### config.mk
export PLATFORM = sky130hd
export DESIGN_NAME = sram_uart_tx_interface_flat
export DESIGN_NICKNAME = d
export VERILOG_FILES = /design/src/rtl/sram_uart_tx_interface_if.sv /design/src/rtl/sram_uart_tx_interface.sv /design/src/flat_wrapper.sv
export SDC_FILE = /design/constraint.sdc
export NUM_CORES = 1
export LEC_CHECK = 0
export CORE_UTILIZATION = 55
export DETAILED_ROUTE_END_ITERATION = 8
export GPL_TIMING_DRIVEN = 0
export MAX_ROUTING_LAYER = met4
export PLACE_DENSITY = 0.81
export SLEW_MARGIN = 20
export SYNTH_ARGS = -nofsm -noshare
export SYNTH_HDL_FRONTEND = slang
export SYNTH_SLANG_ARGS = --single-unit
### constraint.sdc
create_clock -name Clock_50 -period 4.35 [get_ports Clock_50]
set_input_delay 1.0875 -clock Clock_50 [delete_from_list [all_inputs] [get_ports Clock_50]]
set_output_delay 1.0875 -clock Clock_50 [all_outputs]
set_load 0.01 [all_outputs]
### src/rtl/sram_uart_tx_interface_if.sv
// Control and SRAM read-port bundle for the UART transmit path.
// master: controller/SRAM side; slave: sram_uart_tx_interface.
//   Start, Start_address[17:0], Word_count[17:0]  block request
//   Busy, Done                                    block status
//   SRAM_address[17:0], SRAM_we_n, SRAM_read_data SRAM read port
interface sram_uart_tx_interface_if;
   logic        Start;
   logic [17:0] Start_address;
   logic [17:0] Word_count;
   logic        Busy;
   logic        Done;
   logic [17:0] SRAM_address;
   logic        SRAM_we_n;
   logic [15:0] SRAM_read_data;

   modport master (
      output Start,
      output Start_address,
      output Word_count,
      output SRAM_read_data,
      input  Busy,
      input  Done,
      input  SRAM_address,
      input  SRAM_we_n
   );

   modport slave (
      input  Start,
      input  Start_address,
      input  Word_count,
      input  SRAM_read_data,
      output Busy,
      output Done,
      output SRAM_address,
      output SRAM_we_n
   );
endinterface

### src/rtl/sram_uart_tx_interface.sv
// Reads a block of 16-bit SRAM words and sends each as two 8N1 bytes,
// high byte first. Ports: Clock_50, Reset (async, high), bus (slave), UART_TX_O.
module sram_uart_tx_interface #(
   parameter int CLKS_PER_BIT  = 434,
   parameter int SRAM_READ_LAT = 2
) (
   input  logic Clock_50,
   input  logic Reset,
   sram_uart_tx_interface_if.slave bus,
   output logic UART_TX_O
);
   localparam int BW = $clog2(CLKS_PER_BIT + 1);
   localparam int LW = $clog2(SRAM_READ_LAT + 1);
   localparam logic [BW-1:0] BAUD_LAST = BW'(CLKS_PER_BIT - 1);
   localparam logic [LW-1:0] LAT_LAST = LW'(SRAM_READ_LAT - 1);

   typedef enum logic [2:0] {
      S_TX_IDLE,
      S_TX_READ,
      S_TX_WAIT,
      S_TX_LATCH,
      S_TX_START,
      S_TX_DATA,
      S_TX_STOP,
      S_TX_FINISH
   } state_t;

   state_t        state_q;
   logic [17:0]   cur_addr_q;
   logic [17:0]   remain_q;
   logic [17:0]   addr_q;
   logic [15:0]   word_q;
   logic [7:0]    shift_q;
   logic [2:0]    bit_q;
   logic          byte_sel_q;
   logic [BW-1:0] baud_q;
   logic [LW-1:0] wait_q;
   logic          tx_q;
   logic          busy_q;
   logic          done_q;

   logic [7:0]    byte_d;
   logic [17:0]   next_addr_d;
   logic          baud_end;

   assign byte_d      = byte_sel_q ? word_q[7:0] : word_q[15:8];
   assign next_addr_d = cur_addr_q + 18'd1;
   assign baud_end    = (baud_q == BAUD_LAST);

   always_ff @(posedge Clock_50 or posedge Reset) begin
      if (Reset) begin
         state_q    <= S_TX_IDLE;
         cur_addr_q <= '0;
         remain_q   <= '0;
         addr_q     <= '0;
         word_q     <= '0;
         shift_q    <= '0;
         bit_q      <= '0;
         byte_sel_q <= 1'b0;
         baud_q     <= '0;
         wait_q     <= '0;
         tx_q       <= 1'b1;
         busy_q     <= 1'b0;
         done_q     <= 1'b0;
      end else begin
         done_q <= 1'b0;
         unique case (state_q)
            S_TX_IDLE: begin
               // done_q still high here means Start coincides with Done
               if (bus.Start && !done_q) begin
                  busy_q     <= 1'b1;
                  remain_q   <= bus.Word_count;
                  cur_addr_q <= bus.Start_address;
                  if (bus.Word_count == 18'd0) begin
                     state_q <= S_TX_FINISH;
                  end else begin
                     addr_q  <= bus.Start_address;
                     state_q <= S_TX_READ;
                  end
               end
            end
            S_TX_READ: begin
               wait_q  <= '0;
               state_q <= S_TX_WAIT;
            end
            S_TX_WAIT: begin
               if (wait_q == LAT_LAST) begin
                  state_q <= S_TX_LATCH;
               end else begin
                  wait_q <= wait_q + 1'b1;
               end
            end
            S_TX_LATCH: begin
               word_q     <= bus.SRAM_read_data;
               byte_sel_q <= 1'b0;
               tx_q       <= 1'b0;
               state_q    <= S_TX_START;
            end
            S_TX_START: begin
               if (baud_end) begin
                  baud_q  <= '0;
                  tx_q    <= byte_d[0];
                  shift_q <= {1'b0, byte_d[7:1]};
                  bit_q   <= '0;
                  state_q <= S_TX_DATA;
               end else begin
                  baud_q <= baud_q + 1'b1;
               end
            end
            S_TX_DATA: begin
               if (baud_end) begin
                  baud_q <= '0;
                  if (bit_q == 3'd7) begin
                     tx_q    <= 1'b1;
                     state_q <= S_TX_STOP;
                  end else begin
                     tx_q    <= shift_q[0];
                     shift_q <= {1'b0, shift_q[7:1]};
                     bit_q   <= bit_q + 3'd1;
                  end
               end else begin
                  baud_q <= baud_q + 1'b1;
               end
            end
            S_TX_STOP: begin
               if (baud_end) begin
                  baud_q <= '0;
                  if (!byte_sel_q) begin
                     // low byte follows with no idle gap
                     byte_sel_q <= 1'b1;
                     tx_q       <= 1'b0;
                     state_q    <= S_TX_START;
                  end else begin
                     cur_addr_q <= next_addr_d;
                     remain_q   <= remain_q - 18'd1;
                     if (remain_q == 18'd1) begin
                        state_q <= S_TX_FINISH;
                     end else begin
                        // SRAM_address keeps the last word read once idle
                        addr_q  <= next_addr_d;
                        state_q <= S_TX_READ;
                     end
                  end
               end else begin
                  baud_q <= baud_q + 1'b1;
               end
            end
            S_TX_FINISH: begin
               done_q  <= 1'b1;
               busy_q  <= 1'b0;
               state_q <= S_TX_IDLE;
            end
         endcase
      end
   end

   assign bus.SRAM_address = addr_q;
   assign bus.SRAM_we_n    = 1'b1;
   assign bus.Busy         = busy_q;
   assign bus.Done         = done_q;
   assign UART_TX_O        = tx_q;
endmodule

### src/flat_wrapper.sv
// flat-port wrapper written by rule: the top's interface ports become plain ports
module sram_uart_tx_interface_flat 
#(
   parameter int CLKS_PER_BIT  = 434,
   parameter int SRAM_READ_LAT = 2
)
  (Clock_50, Reset, UART_TX_O, bus_Start, bus_Start_address, bus_Word_count, bus_SRAM_read_data, bus_Busy, bus_Done, bus_SRAM_address, bus_SRAM_we_n);
  sram_uart_tx_interface_if bus_i ();
  input  logic Clock_50;
  input  logic Reset;
  output logic UART_TX_O;
  input wire logic [$bits(bus_i.Start)-1:0] bus_Start;
  input wire logic [$bits(bus_i.Start_address)-1:0] bus_Start_address;
  input wire logic [$bits(bus_i.Word_count)-1:0] bus_Word_count;
  input wire logic [$bits(bus_i.SRAM_read_data)-1:0] bus_SRAM_read_data;
  output wire logic [$bits(bus_i.Busy)-1:0] bus_Busy;
  output wire logic [$bits(bus_i.Done)-1:0] bus_Done;
  output wire logic [$bits(bus_i.SRAM_address)-1:0] bus_SRAM_address;
  output wire logic [$bits(bus_i.SRAM_we_n)-1:0] bus_SRAM_we_n;
  assign bus_i.Start = bus_Start;
  assign bus_i.Start_address = bus_Start_address;
  assign bus_i.Word_count = bus_Word_count;
  assign bus_i.SRAM_read_data = bus_SRAM_read_data;
  assign bus_Busy = bus_i.Busy;
  assign bus_Done = bus_i.Done;
  assign bus_SRAM_address = bus_i.SRAM_address;
  assign bus_SRAM_we_n = bus_i.SRAM_we_n;
  sram_uart_tx_interface #(.CLKS_PER_BIT(CLKS_PER_BIT), .SRAM_READ_LAT(SRAM_READ_LAT)) u_core (.Clock_50(Clock_50), .Reset(Reset), .bus(bus_i), .UART_TX_O(UART_TX_O));
endmodule
## Yosys cells after proc, flatten, opt, wreduce, memory -nomap -nowiden

Cells that the tools add are included.

- Add/sub/neg operators: 5
- Equality and inequality tests: 23
- Mux-type cells: 47
- Reductions and logical operators: 19

Operators with widths:

| cell | number |
|---|---|
| $mux W18 | 11 |
| $pmux W18 S2 | 3 |
| $mux W3 | 12 |
| $mux W8 | 4 |
| $pmux W3 S8 | 1 |
| $add A18 B1 Y18 const B | 1 |
| $eq A18 B1 Y1 const B | 1 |
| $logic_not A18 Y1 | 1 |
| $sub A18 B1 Y18 const B | 1 |
| $pmux W8 S2 | 1 |
| $eq A3 B3 Y1 const B | 5 |
| $ne A2 B1 Y1 const B | 7 |
| $reduce_and A6 Y1 | 2 |
| $ne A2 B2 Y1 const B | 5 |
| $reduce_bool A2 Y1 | 5 |
| $add A9 B1 Y9 const B | 1 |
| $eq A9 B9 Y1 const B | 1 |
| $mux W9 | 1 |
| $mux W1 | 8 |
| $reduce_and A4 Y1 | 2 |
| $eq A3 B2 Y1 const B | 2 |
| $pmux W3 S2 | 1 |
| $reduce_and A2 Y1 | 3 |
| $reduce_and A5 Y1 | 1 |
| 13 further kinds | 14 |

- Register bits after elaboration: 99
- Word-level logic and storage cells: 107
- Bits of input ports: 55

## Longest topological paths before layout

Gate-level depths: netlist (run 1).

- Word-level depth: 5
- Mapped depth: 10
- Depth with buffers taken out: 7

## Worst setup path after synthesis (run 1)

OpenSTA, ideal clock, no wires.

- Kind: input port to flip-flop
- From: input bus_Word_count[10]
- To: register u_core.addr_q[0] (netlist: u_core.bus.SRAM_address[0])
- Library setup time: 125 ps
- Arrival time: 2660 ps
- Data required time: 4225 ps
- Cell stages on the path: 5
- Setup slack: 1565 ps
- Cell sequence: or4_1 > nor4_2 > nor3_4 > buf_6 > mux2_4

- Cells in the longest elaborated chain, start to end: 3

RTL lines:

| item | RTL line | text |
|---|---|---|
| start: declaration | flat_wrapper.sv:14 | `input wire logic [$bits(bus_i.Word_count)-1:0] bus_Word_count;` |
| $logic_not A18 Y1 | sram_uart_tx_interface.sv:74 | `if (bus.Word_count == 18'd0) begin` |
| $ne A2 B2 Y1 (no line) | n/a |  |
| $reduce_and A6 Y1 (no line) | n/a |  |
| end signal: assignment | sram_uart_tx_interface.sv:77 | `addr_q <= bus.Start_address;` |
| end signal: assignment | sram_uart_tx_interface.sv:140 | `addr_q <= next_addr_d;` |
| end: declaration | sram_uart_tx_interface.sv:31 | `logic [17:0] addr_q;` |

No other way between the ends.
A chain may end at the register's enable or synchronous reset.

## Worst setup path in the final report (run 1)

- From: input bus_Start
- To: register u_core.cur_addr_q[1]

- Cells in the longest elaborated chain, start to end: 3

RTL lines:

| item | RTL line | text |
|---|---|---|
| start: declaration | flat_wrapper.sv:12 | `input wire logic [$bits(bus_i.Start)-1:0] bus_Start;` |
| $logic_and A1 B1 Y1 | sram_uart_tx_interface.sv:70 | `if (bus.Start && !done_q) begin` |
| $ne A2 B1 Y1 (no line) | n/a |  |
| $reduce_and A4 Y1 (no line) | n/a |  |
| end signal: assignment | sram_uart_tx_interface.sv:73 | `cur_addr_q <= bus.Start_address;` |
| end signal: assignment | sram_uart_tx_interface.sv:134 | `cur_addr_q <= next_addr_d;` |
| end: declaration | sram_uart_tx_interface.sv:29 | `logic [17:0] cur_addr_q;` |

No other way between the ends.

==> results of run 1 <==
-- report_power, final --
part / total [mW] / internal, mW / switching [mW]
Clock: 0.614 / 0.270 / 0.344
Sequential: 0.954 / 0.934 / 0.0201
Combinational: 0.167 / 0.0976 / 0.0698
Total: 1.74 / 1.30 / 0.434
-- cells in the final DEF, fill, tap and decap left out, types with 4 or more instances in the layout --
cell type,count
dfrtp_1,97
clkdlybuf4s50_1,75
nand2_1,64
o21ai_0,48
a21oi_1,35
clkbuf_1,28
mux2_2,28
nor2_1,27
nor3_1,15
nand3_1,14
nor4_1,12
a31oi_1,10
nand4_1,10
or3_1,10
xor2_1,10
mux2_4,9
mux2_1,9
inv_1,9
clkbuf_8,9
ha_1,8
mux2i_1,7
a21o_1,6
xnor2_1,5
and3_1,5
o2bb2ai_1,5
o21ai_1,4
o22ai_1,4
-- worst max-delay path, delay by kind of cell --
family                 cells  cell delay, ps
AOI/OAI and AO/OA          2             360
buffers and inverters      4            1550
and+or+nand+nor            2             670
-- cells by family after synthesis --
logic type | Yosys count
adders and majority gates | 8
AOI/OAI and AO/OA | 142
other | 1
xor gates and xnor gates | 15
buffers and inverters | 47
and+or+nand+nor | 183
muxes | 53
DFF | 98
-- final timing paths --
kind	slack, ps	from	cells after the start	to
hold / removal	490	u_core.shift_q[6]$_DFFE_PP0P_	2	u_core.shift_q[6]$_DFFE_PP0P_
min in group asynchronous	1060	Reset	2	u_core.word_q[15]$_DFFE_PP0P_
setup / recovery	890	bus_Start	8	u_core.cur_addr_q[1]$_DFFE_PP0P_
setup reg to reg	1260	u_core.baud_q[1]$_DFFE_PP0P_	10	u_core.cur_addr_q[1]$_DFFE_PP0P_
hold reg to reg	490	u_core.shift_q[6]$_DFFE_PP0P_	2	u_core.shift_q[6]$_DFFE_PP0P_
max in group asynchronous	2670	Reset	3	u_core.cur_addr_q[4]$_DFFE_PP0P_
-- layer usage --
layer,part of all wire,up-vias,GRT usage
met4,0.020,0,0.0992
met2,0.47,174,0.450
met1,0.44,2240,0.379
li1,-,2158,-
met3,0.066,25,0.0515
met5,0,-,-
-- cell type report --
cell class	count	area [sq um]
tap	129	161
fill	734	2820
clock buffer	9	124
multi-input combinational	402	2660
inverter	10	42.5
buffer	37	161
timing repair buffer	76	778
sequential	98	2450
clock inverter	7	76.3
-- metrics by stage --
stage	utilization	TNS, ps	setup WS, ps
final	0.696	0	894
after global routing	0.696	0	713
after CTS	0.696	0	927
after detailed placement	0.674	0	571
after global placement	0.671	-76630	-794
after floorplan	-	0	702
-- sequential cells by signal (all words and copies together) (netlist names) --
name	cells
u_core.wait_q	2
u_core.state_q	3
u_core.word_q	16
u_core.bus.Done	1
u_core.baud_q	9
u_core.byte_sel_q	1
u_core.shift_q	7
u_core.bus.SRAM_address	18
u_core.bit_q	3
u_core.remain_q	18
u_core.cur_addr_q	18
u_core.bus.Busy	1
u_core.UART_TX_O	1
==> impl_results.md, run 1 <==
* Sequential share of the synthesized area at 0.462
* CP max stage cell: nor4_1
* Vias/cell at 5.99
* Post-route cell area at 0.00646 sq mm
* # IOs at 77
* RSZ-0062 raised after global routing: false
* Max clock buf depth at 2
* CP peak stage delay at 580 ps
* Placed cell count at 752
* Setup violations, final at 0
* Most used flip-flop cell after synthesis: dfrtp_1
* Largest net degree at the start of global routing at 63
* Via count at 4,597
* Die area at 0.0101 sq mm
* # diodes at 0
* First-pass GRT wire length at 22.0 mm
* CP Capture Type: flip-flop
* Setup Skew at 14.2 ps
* Dominant cells by area after synthesis: dfrtp_1 46%, mux2_2 5.9%, o21ai_0 4.5%
* Post-Synthesis Net Count at 610
* Final global-route overflow total at 0
* Leading area contributor after synthesis: dfrtp_1
* Initial antenna violation count at 0
* Critical path, cell by cell: clkdlybuf4s50_1, nand2b_1, nor4_1, a31o_2, clkbuf_1, buf_2, clkbuf_1, a31oi_1
* CTS tree: yes
* Simple-gate share of the synthesized area at 0.178
* Placed Area at 0.00626 sq mm
* WL final at 13.0 mm
* Tightest Pin Transition at 900 ps
* GP Congestion at 0.893
* Setup Crit Path Kind: primary input to flip-flop
* Vias in the first global route at 4,626
* Router iterations before antenna repair at 5
* GR Util All Layers at 0.287
* CTS buffer count at 9
* DRC at 0
* # H-tree levels at 3
* Wire per inst at 17.0 um
* Rows at 35
* Max FO, Critical Path at 10
* Final ANT Viol Nets at 0
* Clock Latency Late Sink at 370 ps
* Overall power at 1.74 mW
* Share of cells above drive strength 1 at 0.105
* CP required at 4570 ps
* Final Hold Fails at 0
* #FFs+latches synth at 98
* Area added between synthesis and finish at 21.5%
* Mapped Cells at 547
* Core area at 0.00928 sq mm
* Post-CTS Hold Buffers at 0
* Largest family of logic cells by synthesized area: simple AND/OR/NAND/NOR gates
* Starting density of the core at 0.573
* Max Cap Viol at 0
* # resized after CTS at 0
* Final Critical Period at 3460 ps
* Final Net Count at 697
* Clock sinks at 98
* Mean Syn Cell Area at 9.72 sq um
* XOR/XNOR share of the synthesized area at 0.0247
* Top post-synthesis cells by count: 97 x dfrtp_1, 64 x nand2_1, 48 x o21ai_0, 35 x a21oi_1
* Drt initial violations at 275
* Pwr dens at 269 mW/mm^2
* Leakage at 2.64 nW
* Clock transition at path regs at 110 ps
* Arr. time, crit path at 3670 ps
* Peak supply drop at 175 uV
* Slew headroom at 0.398
* Post-synth EDFFs at 0
* Complex-gate fraction of the synthesized area at 0.162
* Synth Area in Adders at 0.0188
* Post-synthesis mux area share at 0.117
* CP most frequent cell: clkbuf_1
* Yosys top cell area share at 0.457
* Root Buffer: clkbuf_8
* Startpoint types: primary input
* DP Wirelength at 9.11 mm
* Synth warn at 0
* Die height at 100 um
* F_max at 289 MHz
* Final Slew Violations at 0
* Hold Crit Class: flip-flop to flip-flop
* Post-CTS Setup Bufs at 0
* Period utilisation layout at 0.795
* Asr flop ratio synth at 1.00
* Non-filler cells, final at 768
* Cell with the most instances after synthesis: dfrtp_1
* Die Wd at 100 um
* Cell variety after synth at 65
* Status: completed
* Synth Cell Area at 0.00532 sq mm
* PortBufs at 75
* Worst hold slack at 492 ps
No activity file was read; power rests on OpenSTA's default activity.
==> run 2: changes to the inputs <==
Clock period 4.35 ns to 3.3 ns, I/O delays scaled along.
==> impl_results.md, run 2 (synthesis gave the netlist of run 1 again) <==
* Clock transition at path regs at 90 ps
* CP Capture Type: flip-flop
* Final ANT Viol Nets at 0
* CP required at 3520 ps
* Post-CTS Setup Bufs at 0
* Metal2 WL at 6.34 mm
* Net Sw Frac at 0.246
* Clock Latency Late Sink at 370 ps
* Initial antenna violation count at 0
* # H-tree levels at 3
* Flop pwr share at 0.553
* Period utilisation layout at 0.969
* Register area at 0.00245 sq mm
* Max clock buf depth at 2
* Max FO, Critical Path at 10
* Placed cell count at 754
* Worst Setup Slack, final at 102 ps
* Die height at 100 um
* Commonest non-fill, non-tap cell in the layout: dfrtp_1
* R2R setup slack at 280 ps
* Max Cap Viol at 0
* # diodes at 0
* CP peak stage delay at 560 ps
* Core area at 0.00928 sq mm
* Share of cells above drive strength 1 at 0.106
* # resized after CTS at 0
* Reg-to-reg endpoint: u_core.cur_addr_q[1]$_DFFE_PP0P_
* CP max stage cell: nor4_1
* Most frequent cells in the layout: 97 x dfrtp_1, 75 x clkdlybuf4s50_1, 64 x nand2_1, 48 x o21ai_0, 35 x a21oi_1
* Rows at 35
* GR Util All Layers at 0.288
* Largest net degree at the start of global routing at 36
* Pwr dens at 351 mW/mm^2
* Router iterations before antenna repair at 5
* Non-filler cells, final at 770
* Peak supply drop at 254 uV
* Post-CTS Hold Buffers at 0
* FILL cells at 726
* Post-route cell area at 0.00649 sq mm
* Die area at 0.0101 sq mm
* Placed Area at 0.00629 sq mm
* Comb pwr share at 0.099
* Worst r2r path cells at 10
* Area added between synthesis and finish at 22.0%
* F_max at 313 MHz
* Final Slew Violations at 0
* First-pass GRT wire length at 22.1 mm
* # IOs at 77
* PortBufs at 75
* Setup Crit Path Kind: primary input to flip-flop
* M1 WL at 5.50 mm
* CTS tree: yes
* Overall power at 2.28 mW
* Startpoint types: primary input
* Setup Skew at 11.0 ps
* Final Util at 0.699
* CP most frequent cell: clkbuf_1
* Root Buffer: clkbuf_8
* P_sw at 560 uW
* RSZ-0062 raised after global routing: false
* GP Congestion at 0.885
* DP Worst Slack at -159 ps
* Clock sinks at 98
* DP Wirelength at 9.45 mm
* DRC at 0
* Cell Int Power at 1.72 mW
* Arr. time, crit path at 3420 ps
* Top layer in use: met4
* Clock share of power at 0.348
* CTS buffer count at 9
* R2r startpoint: u_core.baud_q[1]$_DFFE_PP0P_
* Final Net Count at 699
* Starting density of the core at 0.573
* Final Hold Fails at 0
* Final Critical Period at 3200 ps
* Leakage at 2.66 nW
* Worst setup path end: u_core.cur_addr_q[1]$_DFFE_PP0P_
* Vias/cell at 6.00
* Area of the multi-input gates at 0.00266 sq mm
* WL final at 13.1 mm
* WL met3 at 1.00 mm
* HP Start: u_core.shift_q[1]$_DFFE_PP0P_
* Final global-route overflow total at 0
* Die Wd at 100 um
* Via count at 4,622
* Worst Setup SP: bus_Start
* Final total negative setup slack at 0 ps
* Tightest Pin Transition at 869 ps
* Hold Crit Class: flip-flop to flip-flop
* Setup violations, final at 0
* Slew headroom at 0.418
* Drt initial violations at 354
* Vias in the first global route at 4,655
* Worst hold slack at 486 ps
* Status: completed
* Critical path, cell by cell: clkdlybuf4s50_1, nand2b_1, nor4_1, a31o_2, clkbuf_1, buf_2, clkbuf_1, a31oi_1
* Wire per inst at 17.1 um
==> run 2: cell types whose count changed in the layout (fill, tap and decap cells not counted) <==
cell / delta
buf_12: +3
inv_6: -2
buf_16: -1
clkbuf_1: +1
clkinv_2: +1
clkinv_4: +1
clkinvlp_4: -1
==> run 2: layout make-up <==
cell class	instances	area share
inverters	10	0.00637
plain buffers	37	0.0249
flip-flops and latches	98	0.378
clock buffers	10	0.0197
multi-input cells	402	0.411
repair buffers	78	0.125
clock inverters	6	0.0102
well taps	129	0.0249
==> run 2: power by group through the flow <==
stage / clock [mW] / sequential (mW) / combinational [mW]
5_1_grt: 0.847 / 1.26 / 0.249
3_3_place_gp: 0 / 1.28 / 0.212
2_1_floorplan: 0 / 1.28 / 0.0978
3_5_place_dp: 0 / 1.28 / 0.226
4_1_cts: 0.801 / 1.26 / 0.228
6_report: 0.793 / 1.26 / 0.226
==> run 2: worst max-delay path: cells and delay by family <==
family	cells	cell delay, ps
buffers and inverters	4	1620
AOI/OAI and AO/OA	2	340
and+or+nand+nor	2	640
==> run 2: how the worst min path moves through the flow <==
stage	end	slack, ps	cells past startpoint
floorplan	u_core.shift_q[1]$_DFFE_PP0P_	440	2
global placement	u_core.shift_q[5]$_DFFE_PP0P_	460	2
detailed placement	u_core.shift_q[1]$_DFFE_PP0P_	470	2
CTS	u_core.shift_q[1]$_DFFE_PP0P_	490	2
global route	u_core.bus.SRAM_address[15]$_DFFE_PP0P_	500	1
finish	u_core.shift_q[1]$_DFFE_PP0P_	490	2
==> run 2: routing by layer <==
metal,track usage,up-vias
met5,-,-
met4,0.118,0
met3,0.0404,30
met2,0.441,205
met1,0.389,2222
li1,-,2165
==> run 3: changes to the inputs <==
Settings changed: CELL_PAD_IN_SITES_DETAIL_PLACEMENT set to 2, CELL_PAD_IN_SITES_GLOBAL_PLACEMENT set to 2, CORE_UTILIZATION 55 to 34, PLACE_DENSITY 0.81 to unset, PLACE_DENSITY_LB_ADDON set to 0.1.
==> impl_results.md, run 3 (synthesis gave the netlist of run 1 again) <==
* # H-tree levels at 3
* RSZ-0062 raised after global routing: false
* Tightest Pin Transition at 946 ps
* Root Buffer: clkbuf_16
* Period utilisation layout at 0.889
* PortBufs at 75
* Max FO, Critical Path at 10
* # diodes at 0
* Global routing met1 resource utilization at 0.299
* Max Cap Viol at 0
* Grt peak-use layer: met2
* CTS tree: yes
* Final Slew Violations at 0
* Critical path depth at 6
* Die height at 127 um
* Post-route cell area at 0.00670 sq mm
* Area added between synthesis and finish at 26.0%
* Delay-heaviest family, CP: simple AND/OR/NAND/NOR gates
* Peak supply drop at 217 uV
* Worst r2r path cells at 9
* DP Wirelength at 12.4 mm
* Slew headroom at 0.367
* GR met2 Demand/Resource at 0.385
* First-pass GRT wire length at 28.2 mm
* Clock sinks at 98
* Most frequent cells in the layout: 97 x dfrtp_1, 75 x clkdlybuf4s50_1, 64 x nand2_1, 48 x o21ai_0, 35 x a21oi_1
* Leakage at 2.71 nW
* Share of cells above drive strength 1 at 0.111
* Post-CTS Setup Bufs at 0
* Die area at 0.0161 sq mm
* GP Congestion at 0.765
* Setup Skew at 9.71 ps
* CTS buffer count at 9
* R2R setup slack at 380 ps
* Non-filler cells, final at 852
* GR Util All Layers at 0.232
* Critical path, cell by cell: clkdlybuf4s50_1, or4_1, nor4_2, nor3_4, buf_6, mux2_4
* Worst Setup Slack, final at 366 ps
* # resized after CTS at 1
* Hold depth at 1
* Clock Latency Late Sink at 360 ps
* Post-CTS Hold Buffers at 0
* Setup violations, final at 0
* Core area at 0.0153 sq mm
* Final Hold Fails at 0
* Rows at 45
* Wire per inst at 20.1 um
* # IOs at 77
* M3 GR Usage at 0.0335
* Via count at 4,640
* Final Critical Period at 2930 ps
* Final total negative setup slack at 0 ps
* Reg-to-reg endpoint: u_core.bus.SRAM_address[5]$_DFFE_PP0P_
* Setup Crit Path Kind: primary input to flip-flop
* Worst Setup SP: bus_Word_count[10]
* CP required at 3540 ps
* Worst setup path end: u_core.bus.SRAM_address[5]$_DFFE_PP0P_
* Starting density of the core at 0.348
* Largest net degree at the start of global routing at 33
* DRC at 0
* Placed cell count at 836
* Commonest non-fill, non-tap cell in the layout: dfrtp_1
* Buf/Inv on CP at 2
* Drt initial violations at 148
* Hold Crit Class: flip-flop to flip-flop
* Final Net Count at 699
* Max clock buf depth at 2
* CP Capture Type: flip-flop
* Vias in the first global route at 5,275
* Pwr dens at 381 mW/mm^2
* Placed Area at 0.00640 sq mm
* Startpoint types: primary input
* Router iterations before antenna repair at 4
* Final ANT Viol Nets at 0
* Clock transition at path regs at 70 ps
* Die Wd at 127 um
* Final Util at 0.439
* Initial antenna violation count at 0
* Arr. time, crit path at 3170 ps
* DP Worst Slack at -481 ps
* Final global-route overflow total at 0
* WL final at 17.1 mm
* Vias/cell at 5.45
* CP max stage cell: or4_1
* R2r startpoint: u_core.baud_q[1]$_DFFE_PP0P_
* CP peak stage delay at 600 ps
* F_max at 341 MHz
* Status: completed
-- run 3: worst min path at each step --
stage | endpoint | startpoint
2_1_floorplan | u_core.shift_q[1]$_DFFE_PP0P_ | u_core.shift_q[1]$_DFFE_PP0P_
3_3_place_gp | u_core.shift_q[6]$_DFFE_PP0P_ | u_core.shift_q[6]$_DFFE_PP0P_
3_5_place_dp | u_core.remain_q[9]$_DFFE_PP0P_ | u_core.remain_q[9]$_DFFE_PP0P_
4_1_cts | u_core.remain_q[9]$_DFFE_PP0P_ | u_core.remain_q[9]$_DFFE_PP0P_
5_1_grt | u_core.remain_q[9]$_DFFE_PP0P_ | u_core.remain_q[9]$_DFFE_PP0P_
6_report | u_core.remain_q[9]$_DFFE_PP0P_ | u_core.remain_q[9]$_DFFE_PP0P_
-- run 3: layout make-up --
cell class | count | area, sq um
fill | 1640 | 8560
multi-input combinational | 402 | 2670
sequential | 98 | 2450
timing repair buffer | 78 | 818
tap | 211 | 264
clock buffer | 10 | 239
buffer | 37 | 163
clock inverter | 6 | 50.0
inverter | 10 | 41.3
-- run 3: power breakdown --
group | switching, mW | internal (mW)
clock network | 0.519 | 0.543
registers | 0.0278 | 1.23
logic | 0.101 | 0.133
total | 0.648 | 1.91
-- run 3: through the flow --
step,hold WS [ps],power [mW]
6_report,492,2.56
5_1_grt,503,2.66
4_1_cts,491,2.58
3_5_place_dp,475,1.52
3_3_place_gp,462,1.50
2_1_floorplan,445,1.38
-- run 3: metal layers --
metal / wire length, um / part of all wire
met1: 8160 / 0.48
met2: 8290 / 0.48
met3: 505 / 0.030
met4: 137 / 0.0080
met5: 0 / 0
